===== src/rtl/signed_sar_search.sv =====
// Successive-approximation search that recovers a hidden signed 4-bit value
// from an external comparator's eq/gt/lt feedback, one offset-binary bit per trial.
module signed_sar_search (
  input  logic       clk,
  input  logic       rst_n,
  input  logic       start,
  input  logic       aeqb,
  input  logic       agtb,
  input  logic       altb,
  output logic [3:0] probe,
  output logic       busy,
  output logic       done,
  output logic       found,
  output logic       err,
  output logic [3:0] result
);

  // Request/completion protocol: start is a level request, accepted only in IDLE;
  // done pulses for one cycle, with found/err/result valid in that same cycle and
  // held until the next accepted start. There is no backpressure on done.
  localparam logic [1:0] S_IDLE   = 2'd0;
  localparam logic [1:0] S_TRIAL  = 2'd1;
  localparam logic [1:0] S_VERIFY = 2'd2;
  localparam logic [1:0] S_DONE   = 2'd3;

  logic [1:0] state_q, state_d;
  logic [3:0] acc_q, acc_d;
  logic [1:0] k_q, k_d;
  logic       found_q, found_d;
  logic       err_q, err_d;
  logic [3:0] result_q, result_d;

  logic [3:0] trial;
  logic       one_hot;

  assign trial   = acc_q | (4'b0001 << k_q);
  assign one_hot = (aeqb & ~agtb & ~altb) | (~aeqb & agtb & ~altb) | (~aeqb & ~agtb & altb);

  always_comb begin
    state_d  = state_q;
    acc_d    = acc_q;
    k_d      = k_q;
    found_d  = found_q;
    err_d    = err_q;
    result_d = result_q;
    case (state_q)
      S_IDLE: begin
        if (start) begin
          acc_d   = 4'b0000;
          k_d     = 2'd3;
          found_d = 1'b0;
          err_d   = 1'b0;
          state_d = S_TRIAL;
        end
      end
      S_TRIAL: begin
        if (!one_hot) begin
          err_d    = 1'b1;
          found_d  = 1'b0;
          result_d = 4'b0000;
          state_d  = S_DONE;
        end else if (aeqb) begin
          result_d = trial ^ 4'b1000;
          found_d  = 1'b1;
          state_d  = S_DONE;
        end else begin
          // Probe below target means the trial bit belongs in the answer.
          if (altb) acc_d = trial;
          if (k_q == 2'd0) state_d = S_VERIFY;
          else             k_d = k_q - 2'd1;
        end
      end
      S_VERIFY: begin
        // Code 0000 (-8) is never probed during trials, so confirm the final code.
        if (one_hot && aeqb) begin
          result_d = acc_q ^ 4'b1000;
          found_d  = 1'b1;
        end else begin
          err_d    = 1'b1;
          found_d  = 1'b0;
          result_d = 4'b0000;
        end
        state_d = S_DONE;
      end
      default: state_d = S_IDLE;
    endcase
  end

  always_ff @(posedge clk or negedge rst_n) begin
    if (!rst_n) begin
      state_q  <= S_IDLE;
      acc_q    <= 4'b0000;
      k_q      <= 2'd0;
      found_q  <= 1'b0;
      err_q    <= 1'b0;
      result_q <= 4'b0000;
    end else begin
      state_q  <= state_d;
      acc_q    <= acc_d;
      k_q      <= k_d;
      found_q  <= found_d;
      err_q    <= err_d;
      result_q <= result_d;
    end
  end

  always_comb begin
    probe = 4'b0000;
    if (state_q == S_TRIAL)  probe = trial ^ 4'b1000;
    if (state_q == S_VERIFY) probe = acc_q ^ 4'b1000;
  end

  assign busy   = (state_q == S_TRIAL) || (state_q == S_VERIFY);
  assign done   = (state_q == S_DONE);
  assign found  = found_q;
  assign err    = err_q;
  assign result = result_q;

endmodule


===== config.mk =====
export PLATFORM = sky130hd
export DESIGN_NAME = signed_sar_search
export DESIGN_NICKNAME = d
export VERILOG_FILES = /design/src/rtl/signed_sar_search.sv
export SDC_FILE = /design/constraint.sdc
export NUM_CORES = 1
export LEC_CHECK = 0
export ABC_AREA = 1
export ABC_CLOCK_PERIOD_IN_PS = 1900
export CORE_AREA = 5 5 59 45
export CTS_BUF_LIST = sky130_fd_sc_hd__clkbuf_16
export DETAILED_ROUTE_END_ITERATION = 12
export DIE_AREA = 0 0 64 50
export PLACE_DENSITY = 0.76
export SYNTH_ARGS = -nofsm -noshare
export SYNTH_HDL_FRONTEND = slang
export SYNTH_SLANG_ARGS = --single-unit

===== constraint.sdc =====
create_clock -name clk -period 1.9 [get_ports clk]
set_input_delay 0.38 -clock clk [delete_from_list [all_inputs] [get_ports clk]]
set_output_delay 0.38 -clock clk [all_outputs]
set_load 0.1 [all_outputs]

=== Word-level counts from Yosys, hierarchy flattened ===
Cells that the tools add are included.

* Bits of input ports: 6
* Logic and storage cells: 76
* Output and inout bits: 12
* Register bits after elaboration: 14

* Bitwise operators: 14
* Reductions and logical operators: 13
* Shifts and indexed selects: 1
* Equal/unequal tests: 12
* Multiplexer cells: 29
* Add/sub/neg operators: 1

{| class="wikitable"
|+ Operators by type and width
! cell !! count
|-
| $mux 4 || 9
|-
| $mux 2 || 8
|-
| $pmux 4 s2 || 2
|-
| $ne 2x2->1 const B || 7
|-
| $reduce_and 5->1 || 2
|-
| $and 1x1->1 || 6
|-
| $mux 1 || 6
|-
| $pmux 1 s3 || 2
|-
| $pmux 2 s3 || 1
|-
| $not 1->1 || 5
|-
| $eq 2x2->1 const B || 2
|-
| $logic_not 2->1 || 2
|-
| $ne 4x4->1 const B || 1
|-
| $or 4x4->4 || 1
|-
| $pmux 2 s2 || 1
|-
| $reduce_and 2->1 || 2
|-
| $reduce_and 4->1 || 1
|-
| $reduce_bool 2->1 || 2
|-
| $shl 1x2->4 const A || 1
|-
| $ne 3x3->1 const B || 1
|-
| $reduce_and 3->1 || 1
|-
| $reduce_bool 3->1 || 1
|-
| $eq 2x1->1 const B || 1
|-
| $or 1x1->1 || 2
|-
| 3 further kinds || 3
|}

=== Longest topological paths before layout ===
Gate-level depths: netlist (run 1).

* Word-level depth: 8
* Gate-level depth with buffers: 10
* Gate-level depth less buffers: 10

=== Worst setup path after synthesis (run 1) ===
Ideal clock, no wire load.

* Path type: register to output
* Start point: register state_q[1]
* End point: output probe[0]
* Stages on the path, launching flop included: 5
* Required time: 1.520 ns
* Path buffers: 0
* Setup slack: -1.652 ns
* Arrival: 3.172 ns
* Cell sequence: dfrtp_1 -> inv_1 -> ha_1 -> nor2_1 -> a211oi_1

* Word-level cells in the longest chain between the ends: 3
* Elaborated cells between the ends (all ways): 4
* Those cells by class: eq/ne (2); mux (2)

{| class="wikitable"
|+ RTL lines
! element !! line !! text
|-
| from (decl) || 26 || <nowiki>logic [1:0] state_q, state_d;</nowiki>
|-
| from (signal assigned) || 98 || <nowiki>state_q <= state_d;</nowiki>
|-
| $eq 2x1->1 || 109 || <nowiki>if (state_q == S_TRIAL) probe = trial ^ 4'b1000;</nowiki>
|-
| $mux 4 || 109 ||
|-
| $mux 4 (*) || 110 || <nowiki>if (state_q == S_VERIFY) probe = acc_q ^ 4'b1000;</nowiki>
|-
| to (decl) || 10 || <nowiki>output logic [3:0] probe,</nowiki>
|}

Every way passes the cells marked *; elsewhere a longest branch is shown, timed or not.

=== Worst setup path in the final report (run 1) ===
* Start point: register state_q[0]
* End point: output probe[1]

The elaborated chain is that of the path after synthesis.

==> flow_summary.toml, run 1 <==
[critical_path]
start_kind = "flop"
r2r_start = "state_q[1]"
worst-setup-path-type = "reg -> out"
cp-startpoint = "state_q[0]"
cp_max_fo = 9
crit_arrival_ps = 1560
reg2reg_to = "found"
cp-end-kind = "output pin"
required_ps = 1520
ff2ff_path_depth = 11
reg2reg_slack_ps = 230
crit_end = "probe[1]"

[synthesis]
synth_commonest_cells = "nand2_1 (36), inv_1 (16), nor2_1 (15), dfrtp_1 (14)"
syn_area_sq_um = 995
ys_top_cells_by_area = "dfrtp_1 (35%), nand2_1 (14%), ha_1 (10%)"
synth_top_cell_by_area = "dfrtp_1"
synth_top_area_share_pct = 35.2
yosysWarnings = 0
synthFlopType = "dfrtp_1"
synth-seq-area-share_pct = 35.2
synth.most_common_cell = "nand2_1"
syn_nets = 150
synth_edf_count = 0
ys_seq_elements = 14
synth_cell_types = 19
syn_inst = 136
synthArstFlopShare_pct = 100
syn_area_per_cell_sq_um = 7.31

[sta]
skew_ps = 6.60
setup_violations = 3
rsz0062_at_grt = "yes"
tightest_slew_ps = 697
final.setup.tns_ps = -85.3
slew_viol_final = 0
slew-limit-headroom_pct = 53.4
final-hold-violation-count = 0
fmax_ghz = 0.516
setup_slack_ps = -36.2
finalCritPeriodShare_pct = 102
min_period_ps = 1940

[drt]
vias = 1014
dr.pass1.iters = 5
post_drt_wl_per_cell_um = 15.5
drtIter0Drc = 72
drc_errors = 0
postRouteAntennaNets = 0
drt_wl_total_mm = 2.89
routed_via_density = 5.42

[place]
io_buffers = 17
postPlaceCellArea_sq_um = 1310
dp_hpwl_mm = 1.99
gp_congestion = 0.794

[global_routing]
grt_pass1_wl_mm = 4.86
grt_pass1_vias = 984
grt_start_max_net_pins = 15
grt_antenna_before_repair = 0
grt_overflow_total = 0
grt_util_all_layers_pct = 20.1

[min_path]
min_path_type = "reg -> reg"
hold_depth = 2

[clock_tree]
clock_sinks = 14
cts_tree = "yes"
insertion_delay_ps = 250
clk_pin_slew_worst_paths_ps = 50
cts_max_level = 1
cts_root_buf = "clkbuf_16"
numCtsBuffers = 3
clockBufferDepth = 2

[die]
io_pins = 18
start_util_pct = 48.5
fp.dieW_um = 64
die_h_um = 50
rows = 14
die-area_sq_um = 3200
core_area_sq_um = 2050

[layout]
drive_gt1_share_pct = 28.2
syn_to_final_growth_pct = 47.0
insertedDiodeCount = 0
final_area_sq_um = 1460
fin_nets = 178

[job]
max-cap-violations = 0

[outcome]
violations = "negative setup slack"
status = "finished with violations"
-- cell families (layout without fill, tap and decap cells) --
group / after synthesis / in the layout / share of synthesized area [%]
adders and majority gates: 8 / 8 / 10.1
and+or+nand+nor: 69 / 69 / 31.4
buffers and inverters: 22 / 49 / 9.43
DFF: 14 / 14 / 35.2
AOI/OAI and AO/OA: 23 / 23 / 13.8
-- worst min-delay path by stage --
| stage | from | to |
|---|---|---|
| 2_1_floorplan | rst_n | acc_q[0] |
| 3_3_place_gp | found | found |
| 3_5_place_dp | err | err |
| 4_1_cts | err | err |
| 5_1_grt | found | found |
| 6_report | err | err |
-- metrics by stage --
step	std cells	util, %	worst slack, ps	hold slack, ps
2_1_floorplan	136	-	-151	84.4
3_3_place_gp	179	63.8	189	466
3_5_place_dp	179	63.8	141	466
4_1_cts	187	71.4	-0.377	475
5_1_grt	187	71.4	-70.1	509
6_report	187	71.4	-36.2	473
-- layout by cell type (no fill, tap or decap), types with 2 or more instances in the layout --
cell type / netlist / routed
a211oi_4: 0 / 3
a21oi_1: 3 / 3
buf_12: 0 / 6
buf_4: 1 / 11
buf_8: 0 / 2
clkbuf_16: 0 / 3
clkdlybuf4s50_1: 0 / 5
dfrtp_1: 14 / 14
ha_1: 8 / 5
ha_4: 0 / 2
inv_1: 16 / 14
inv_2: 4 / 6
nand2_1: 36 / 36
nand2_2: 2 / 2
nand3_1: 9 / 9
nand3_2: 4 / 4
nand4_1: 2 / 2
nor2_1: 15 / 14
o21ai_0: 9 / 8
o21ai_1: 6 / 6
-- worst max-delay path, stage by stage (launching register included) --
cell      delay [ps]
dfrtp_1          410
inv_2             80
ha_4             190
buf_8            150
a211oi_4         260
buf_12           210
-- routing by layer --
| metal | vias up | GRT usage [%] | share of wire [%] |
|---|---|---|---|
| met5 | - | 0 | 0 |
| met4 | 0 | 8.65 | 2.7 |
| met3 | 10 | 6.14 | 8.9 |
| met2 | 53 | 30.9 | 47 |
| met1 | 458 | 25.7 | 41 |
| li1 | 493 | - | - |
-- final cells by class --
cell class | instances | area [sq um]
flip-flops and latches | 14 | 350
clock buffers | 3 | 75.1
well taps | 24 | 30.0
repair buffers | 25 | 294
fillers | 134 | 587
multi-input cells | 100 | 634
inverters | 20 | 75.1
clock inverters | 1 | 3.75
-- state kept, by name, indices dropped and copies added, names as in the netlist --
signal	flops
state_q	2
result	4
k_q	2
err	1
acc_q	4
found	1
-- repair_timing --
| item | 4_1_cts | 5_1_grt |
|---|---|---|
| hold buffers | 0 | 0 |
| resized for setup | 11 | 0 |
| pin swaps | 2 | 0 |
| endpoints found under the setup margin | 4 | 5 |
| setup buffers | 5 | 0 |
Power of run 1 is not shown: default switching activity piles up to over one toggle a cycle in this logic, so the estimate is an artifact.
==> run 2, diff against run 1 <==
--- a/config.mk
+++ b/config.mk
@@ -7,11 +7,14 @@
 export LEC_CHECK = 0
 export ABC_AREA = 1
 export ABC_CLOCK_PERIOD_IN_PS = 1900
-export CORE_AREA = 5 5 59 45
+export CELL_PAD_IN_SITES_DETAIL_PLACEMENT = 0
+export CELL_PAD_IN_SITES_GLOBAL_PLACEMENT = 1
+export CORE_AREA = 5 5 68 52
 export CTS_BUF_LIST = sky130_fd_sc_hd__clkbuf_16
 export DETAILED_ROUTE_END_ITERATION = 12
-export DIE_AREA = 0 0 64 50
-export PLACE_DENSITY = 0.76
+export DIE_AREA = 0 0 73 57
+export PLACE_DENSITY_LB_ADDON = 0.1
+export SETUP_SLACK_MARGIN = 0.1
 export SYNTH_ARGS = -nofsm -noshare
 export SYNTH_HDL_FRONTEND = slang
 export SYNTH_SLANG_ARGS = --single-unit
==> run 2 against run 1 <==
Compared with the run above: register-to-register slack improved by 50 ps; largest cell class unchanged; the run now ends clean; setup slack better by 87 ps; non-clock buffer count grew 11; sequential share of layout area shrank 2.4 points; clock skew down 4.0 ps.
==> flow_summary.toml, run 2 (synthesis results as in run 1) <==
[outcome]
status = "complete, no violations"

[sta]
slew_viol_final = 0
rsz0062_at_grt = "yes"
tightest_slew_ps = 279
fmax_ghz = 0.541
final.setup.tns_ps = 0
skew_ps = 2.59
min_period_ps = 1850
holdWs_ps = 445
final-hold-violation-count = 0
finalCritPeriodShare_pct = 97.3
slew-limit-headroom_pct = 81.4
setup_violations = 0

[place]
gp_congestion = 0.748
dp_hpwl_mm = 1.92
io_buffers = 17
dp.cells = 194

[die]
fp.dieW_um = 73
core_area_sq_um = 2890
die-area_sq_um = 4160
io_pins = 18
rows = 17
die_h_um = 57
start_util_pct = 34.4

[clock_tree]
numCtsBuffers = 3
clock_sinks = 14
cts.hold.buffers_added = 0
insertion_delay_ps = 250
cts_root_buf = "clkbuf_16"
clk_pin_slew_worst_paths_ps = 50
cts_max_level = 1
cts_tree = "yes"
clockBufferDepth = 2

[critical_path]
required_ps = 1520
crit_arrival_ps = 1470
start_kind = "flop"
cp-end-kind = "output pin"
cp_max_fo = 6
worst-setup-path-type = "reg -> out"

[drt]
drt_wl_total_mm = 2.67
vias = 987
routed_via_density = 4.66
dr.pass1.iters = 4
drtIter0Drc = 42
drc_errors = 0
postRouteAntennaNets = 0
post_drt_wl_per_cell_um = 12.6

[global_routing]
grt_start_max_net_pins = 15
grt_util_all_layers_pct = 14.5
grt_overflow_total = 0
grt_antenna_before_repair = 0
grt_pass1_wl_mm = 4.61
grt_pass1_vias = 972

[job]
max-cap-violations = 0

[layout]
insertedDiodeCount = 0
utilization_pct = 56.4
final_cell_mix = "nand2_1 (35), buf_4 (21), dfrtp_1 (13)"
fin_nets = 189
drive_gt1_share_pct = 38.5
fin_cells = 212
final_common_cell = "nand2_1"
syn_to_final_growth_pct = 63.9

[min_path]
min_path_type = "in -> async"
run 2: worst paths after layout:
path	start	endpoint	slack (ps)	depth (start not counted)
setup / recovery	state_q[0]	probe[2]	50	5
hold / removal	rst_n	acc_q[2]	450	2
setup reg to reg	state_q[0]	result[0]	280	8
hold reg to reg	result[0]	result[0]	480	2
max in group asynchronous	rst_n	k_q[1]	1260	2
min in group clk	result[0]	result[0]	480	2
run 2: critical path, stage by stage (launching register included):
cell and delay [ps]:
dfrtp_1 390, inv_2 70, ha_4 170, buf_8 140, a211oi_4 240, buf_12 210
run 2: metal layers:
metal  track usage, %  share of wire [%]  wire, um  vias to the layer above
met2             22.2                 47      1260                       15
li1                 -                  -         -                      507
met3             4.05                3.8       101                        4
met4             4.74                1.4        38                        0
met1             19.8                 47      1270                      461
met5                0                  0         0                        -
run 2: cell type report:
cell class	count	area, sq um
Clock buffer	3	75.1
Clock inverter	1	3.75
Fill cell	275	1260
Inverter	20	80.1
Multi-Input combinational cell	100	694
Sequential cell	14	352
Tap cell	38	47.5
Timing Repair Buffer	36	378
run 2: metrics by stage:
step	area [sq um]	setup slack, ps
global placement	1350	145
global route	1630	-12.6
finish	1630	50.8
detailed placement	1350	163
floorplan	1050	-151
CTS	1540	50.3
run 2: timing repair:
item | CTS | global route
resized for setup | 15 | 11
pin swaps | 6 | 5
endpoints found under the setup margin | 4 | 6
buffers inserted | 9 | 6
Power of run 2 is left out for the same reason.
==> run 3, diff against run 2 <==
--- a/config.mk
+++ b/config.mk
@@ -9,10 +9,10 @@
 export ABC_CLOCK_PERIOD_IN_PS = 1900
 export CELL_PAD_IN_SITES_DETAIL_PLACEMENT = 0
 export CELL_PAD_IN_SITES_GLOBAL_PLACEMENT = 1
-export CORE_AREA = 5 5 68 52
+export CORE_AREA = 5 5 46 77
 export CTS_BUF_LIST = sky130_fd_sc_hd__clkbuf_16
 export DETAILED_ROUTE_END_ITERATION = 12
-export DIE_AREA = 0 0 73 57
+export DIE_AREA = 0 0 51 82
 export PLACE_DENSITY_LB_ADDON = 0.1
 export SETUP_SLACK_MARGIN = 0.1
 export SYNTH_ARGS = -nofsm -noshare
==> run 3 against run 2 <==
Compared with the run above: final area is 1.4% lower; sequential share of layout area rose by 0.38 points; fmax decreased by 2.2%; wire length fell by 2.6%; core utilization shrank 0.83 points; clock-buffer cell count unchanged; largest cell class unchanged.
==> flow_summary.toml, run 3 (synthesis results as in run 1) <==
[outcome]
status = "complete, no violations"

[clock_tree]
cts_max_level = 1
cts_tree = "yes"
insertion_delay_ps = 250
clk_pin_slew_worst_paths_ps = 50
cts.hold.buffers_added = 0
clock_sinks = 14
cts_root_buf = "clkbuf_16"
clockBufferDepth = 2
numCtsBuffers = 3

[sta]
rsz0062_at_grt = "yes"
finalCritPeriodShare_pct = 99.5
skew_ps = 7.04
min_period_ps = 1890
slew_viol_final = 0
tightest_slew_ps = 302
setup_violations = 0
fmax_ghz = 0.529
slew-limit-headroom_pct = 79.9
holdWs_ps = 454
final-hold-violation-count = 0

[layout]
final_cell_mix = "nand2_1 (34), buf_4 (19), nor2_1 (13)"
insertedDiodeCount = 0
drive_gt1_share_pct = 38.4
fin_nets = 188
final_common_cell = "nand2_1"
syn_to_final_growth_pct = 61.6
fillCellCount = 280

[drt]
drt_wl_total_mm = 2.60
drtIter0Drc = 31
postRouteAntennaNets = 0
vias = 988
post_drt_wl_per_cell_um = 13.0
drc_errors = 0
dr.pass1.iters = 4
routed_via_density = 4.94

[die]
rows = 26
die_h_um = 82
fp.dieW_um = 51
core_area_sq_um = 2900
start_util_pct = 34.4
io_pins = 18
die-area_sq_um = 4180

[global_routing]
grt_antenna_before_repair = 0
grt_overflow_total = 0
grt_start_max_net_pins = 15
grt_pass1_wl_mm = 4.37
grt_pass1_vias = 1002
grt_util_all_layers_pct = 13.8

[critical_path]
start_kind = "flop"
required_ps = 1520
crit_arrival_ps = 1510
cp_max_fo = 4
cp-end-kind = "output pin"
worst-setup-path-type = "reg -> out"

[place]
io_buffers = 17
dp_hpwl_mm = 1.91
gp_congestion = 0.718

[job]
max-cap-violations = 0

[min_path]
min_path_type = "in -> async"
## run 3: cell count changes in the layout (fill, tap and decap cells not counted), sizes merged
| cell | previous run | this run |
|---|---|---|
| clkinv | 1 | 0 |
| buf | 31 | 30 |
## run 3: layer usage
metal,global-route usage (%),vias up,wire (um)
li1,-,509,-
met1,15.4,445,1040
met2,23.1,25,1350
met3,3.09,9,119
met4,9.16,0,89
met5,0,-,0
## run 3: area by class of cell
| cell class | count | area, sq um | area share (%) |
|---|---|---|---|
| repair buffers | 35 | 395 | 24.6 |
| clock buffers | 3 | 75.1 | 4.67 |
| multi-input cells | 100 | 672 | 41.8 |
| inverters | 20 | 77.6 | 4.82 |
| well taps | 28 | 35.0 | 2.18 |
| flip-flops and latches | 14 | 353 | 21.9 |
## run 3: path summary, 6_finish.rpt
path | from | slack (ps) | cells past startpoint | end
setup / recovery | state_q[0] | 10 | 6 | probe[2]
hold / removal | rst_n | 450 | 2 | acc_q[3]
setup reg to reg | state_q[0] | 200 | 9 | k_q[1]
hold reg to reg | result[0] | 470 | 2 | result[0]
max in group asynchronous | rst_n | 1250 | 2 | state_q[0]
min in group clk | result[0] | 470 | 2 | result[0]
## run 3: repair_timing
action,4_1_cts,5_1_grt
hold endpoints to repair,0,0
setup endpoints to repair,4,5
pin swaps,4,4
resized for setup,13,9
buffers inserted,9,4
## run 3: worst max-delay path: stages (launching register included)
cell	delay, ps
dfrtp_2	400
inv_2	80
ha_4	160
buf_12	110
nor2_4	50
a211oi_4	250
buf_12	210
## run 3: metrics by stage
step | utilization (%) | setup TNS [ps] | setup slack, ps | instance area [sq um] | instances
global placement | 46.5 | 0 | 171 | 1350 | 184
global route | 55.5 | -58.9 | -58.9 | 1610 | 200
CTS | 53.5 | 0 | 19.4 | 1550 | 196
detailed placement | 46.5 | 0 | 130 | 1350 | 184
finish | 55.5 | 0 | 9.97 | 1610 | 200
floorplan | - | -452 | -151 | 1050 | 136
Power of run 3 is left out for the same reason.
==> variant, RTL diff (flow settings as in run 2) <==
Add an input register stage for `start`, `aeqb`, `agtb` and `altb`, with the module's reset; this delays them by one clock.
--- a/src/rtl/signed_sar_search.sv
+++ b/src/rtl/signed_sar_search.sv
@@ -25,2 +25,21 @@
 
+  logic start_q;
+  logic aeqb_q;
+  logic agtb_q;
+  logic altb_q;
+
+  always_ff @(posedge clk or negedge rst_n) begin
+    if (!rst_n) begin
+      start_q <= '0;
+      aeqb_q  <= '0;
+      agtb_q  <= '0;
+      altb_q  <= '0;
+    end else begin
+      start_q <= start;
+      aeqb_q  <= aeqb;
+      agtb_q  <= agtb;
+      altb_q  <= altb;
+    end
+  end
+
   logic [1:0] state_q, state_d;
@@ -36,3 +55,3 @@
   assign trial   = acc_q | (4'b0001 << k_q);
-  assign one_hot = (aeqb & ~agtb & ~altb) | (~aeqb & agtb & ~altb) | (~aeqb & ~agtb & altb);
+  assign one_hot = (aeqb_q & ~agtb_q & ~altb_q) | (~aeqb_q & agtb_q & ~altb_q) | (~aeqb_q & ~agtb_q & altb_q);
 
@@ -47,3 +66,3 @@
       S_IDLE: begin
-        if (start) begin
+        if (start_q) begin
           acc_d   = 4'b0000;
@@ -61,3 +80,3 @@
           state_d  = S_DONE;
-        end else if (aeqb) begin
+        end else if (aeqb_q) begin
           result_d = trial ^ 4'b1000;
@@ -67,3 +86,3 @@
           // Probe below target means the trial bit belongs in the answer.
-          if (altb) acc_d = trial;
+          if (altb_q) acc_d = trial;
           if (k_q == 2'd0) state_d = S_VERIFY;
@@ -74,3 +93,3 @@
         // Code 0000 (-8) is never probed during trials, so confirm the final code.
-        if (one_hot && aeqb) begin
+        if (one_hot && aeqb_q) begin
           result_d = acc_q ^ 4'b1000;
Behaviour: not the same (Yosys sat finds a counterexample within 4 cycles, from zero or initial values and one cycle with rst_n low).
==> variant against run 2 <==
Routed wire length is 1.4% lower. First-iteration DRC count is 43% lower. Synthesized area is 10% higher. Maximum frequency is 1.9% lower. Worst setup slack worse by 0.037 ns. Synthesized cell count is 2.9% higher. Final area is 4.7% higher. Sequential cell count is 4 higher. Critical path type unchanged. Critical endpoint unchanged.
Power is left out: the tool's default activity adds up to more than one toggle a clock period on the data nets, which glitch-free logic cannot reach.
==> variant: results (changes against run 2) <==
- Status: finished, final reports clean (unchanged)
- The number of buffers created by CTS was 3 (unchanged).
- The fraction of final layout cells sized beyond drive strength 1 was 37.9% (was 38.5%).
- The reg-to-reg endpoint is result[0] (unchanged).
- Capturing element of the worst setup path: probe[2] (unchanged)
- The weighted congestion at the end of routability-driven global placement is 0.797 (was 0.748).
- Worst-case clock skew: 0.00185 ns (was 0.00259 ns)
- Routed length per instance: 12.4 µm (was 12.6 µm)
- The instance area after placement is 1460 µm² (was 1350 µm²).
* Yosys warning count: 0 (unchanged)
- The initial antenna violation count was 0 (unchanged).
- The total track usage came to 14.0% (was 14.5%).
* Leading cell types by total area after synthesis: sky130_fd_sc_hd__dfrtp_1 (41%), sky130_fd_sc_hd__nand2_1 (12%), sky130_fd_sc_hd__ha_1 (9.1%) (was sky130_fd_sc_hd__dfrtp_1 (35%), sky130_fd_sc_hd__nand2_1 (14%), sky130_fd_sc_hd__ha_1 (10%))
* Number of search-and-repair iterations in the first detailed-routing pass: 4 (unchanged)
- The startpoint-to-endpoint class of the critical path is flip-flop to output pin (unchanged).
- Via count of the first global-routing pass: 1,008 (was 972)
* Maximum clock path buffer count: 2 (unchanged)
- The dominant cell by count in the synthesized netlist was sky130_fd_sc_hd__nand2_1 (unchanged).
* Post-synth net total: 154 (was 150)
* Number of antenna repair diodes: 0 (unchanged)
- The number of H-tree levels was 1 (unchanged).
- Number of DRC markers after the initial detailed-route iteration: 24 (was 42)
- Critical path arrival: 1.51 ns (was 1.47 ns)
* Pin count of the biggest net entering global routing: 19 (was 15)
* Worst-case register-to-register setup slack: 0.24 ns (was 0.28 ns)
- The placed wire-length estimate came to 1910 µm (was 1920 µm).
* Sequential share of the synthesized area: 41.1% (was 35.2%)
* Number of buffers inserted by port buffering: 17 (unchanged)
* Length in cells of the worst reg-to-reg path: 9 (was 8)
- Cell at the root of the clock tree: sky130_fd_sc_hd__clkbuf_16 (unchanged)
- The average vias per placed instance was 4.60 (was 4.66).
- The count of cell types in the netlist was 19 (unchanged).
* Clk pin slew, worst setup/hold paths: 0.05 ns (about the same)
* # nets final: 190 (was 189)
- Type of the worst min-delay path: primary input to asynchronous set/reset pin (unchanged)
- The reg-to-reg startpoint was state_q[0] (unchanged).
* Worst-skew pair later-pin latency: 0.25 ns (about the same)
- Largest fanout on the critical path: 5 (was 6)
* Wire length of the first global-routing pass: 4570 µm (was 4610 µm)
- Post-synth ARST share: 100% (unchanged)
* # fillers: 268 (was 275)
- Worst Max-Slew Pin Slew: 0.289 ns (was 0.279 ns)
- Top cells by count, synth: sky130_fd_sc_hd__nand2_1 (36), sky130_fd_sc_hd__dfrtp_1 (18), sky130_fd_sc_hd__inv_1 (16), sky130_fd_sc_hd__nor2_1 (15) (was sky130_fd_sc_hd__nand2_1 (36), sky130_fd_sc_hd__inv_1 (16), sky130_fd_sc_hd__nor2_1 (15), sky130_fd_sc_hd__dfrtp_1 (14))
variant: changes by cell type after synthesis:
cell and change:
sky130_fd_sc_hd__dfrtp_1 +4
variant: area by class of cell:
class	count	share of cell area (%)
multi-input cells	100	39.8
flip-flops and latches	18	26.5
repair buffers	33	22.1
clock buffers	3	4.40
inverters	20	4.40
well taps	38	2.79
variant: per-layer routing:
metal | vias to the layer above | wire (µm) | global-route usage [%]
li1 | 511 | - | -
met1 | 446 | 1240 | 17.8
met2 | 16 | 1300 | 23.4
met3 | 3 | 78 | 4.40
met4 | 0 | 18 | 2.37
met5 | - | 0 | 0
variant: how the worst min path moves through the flow:
| stage | startpoint | endpoint | slack (ns) |
|---|---|---|---|
| 2_1_floorplan | rst_n | acc_q[0] | 0.08 |
| 3_3_place_gp | result[2] | result[2] | 0.47 |
| 3_5_place_dp | result[3] | result[3] | 0.47 |
| 4_1_cts | rst_n | start_q | 0.47 |
| 5_1_grt | rst_n | start_q | 0.50 |
| 6_report | rst_n | state_q[0] | 0.46 |
variant: metrics by stage:
step / instances / worst slack (ns) / utilization [%] / hold WS, ns
detailed placement: 197 / 0.178 / 50.6 / 0.473
CTS: 207 / 0.0194 / 56.1 / 0.467
global route: 212 / -0.0441 / 59.0 / 0.500
finish: 212 / 0.0143 / 59.0 / 0.459
global placement: 197 / 0.215 / 50.6 / 0.467
floorplan: 140 / -0.151 / - / 0.0844
variant: cell families (layout without fill, tap and decap cells):
group	count (synthesis)	count (layout)	synth area share [%]
simple gates	69	69	28.6
flops	18	18	41.1
fa+ha+maj	8	8	9.14
compound gates	23	23	12.6
buf+inv	22	56	8.57
variant: timing repair:
action / in CTS / in global routing
cloned: 0 / 0
gates resized for setup: 9 / 16
setup endpoints to repair: 4 / 6
pin swaps: 3 / 5
buffers inserted: 8 / 5
variant: worst max-delay path: stages, from the launching register on:
cell and delay (ns):
sky130_fd_sc_hd__dfrtp_1 0.40, sky130_fd_sc_hd__inv_2 0.07, sky130_fd_sc_hd__ha_4 0.17, sky130_fd_sc_hd__buf_8 0.14
sky130_fd_sc_hd__a211oi_4 0.25, sky130_fd_sc_hd__buf_12 0.21
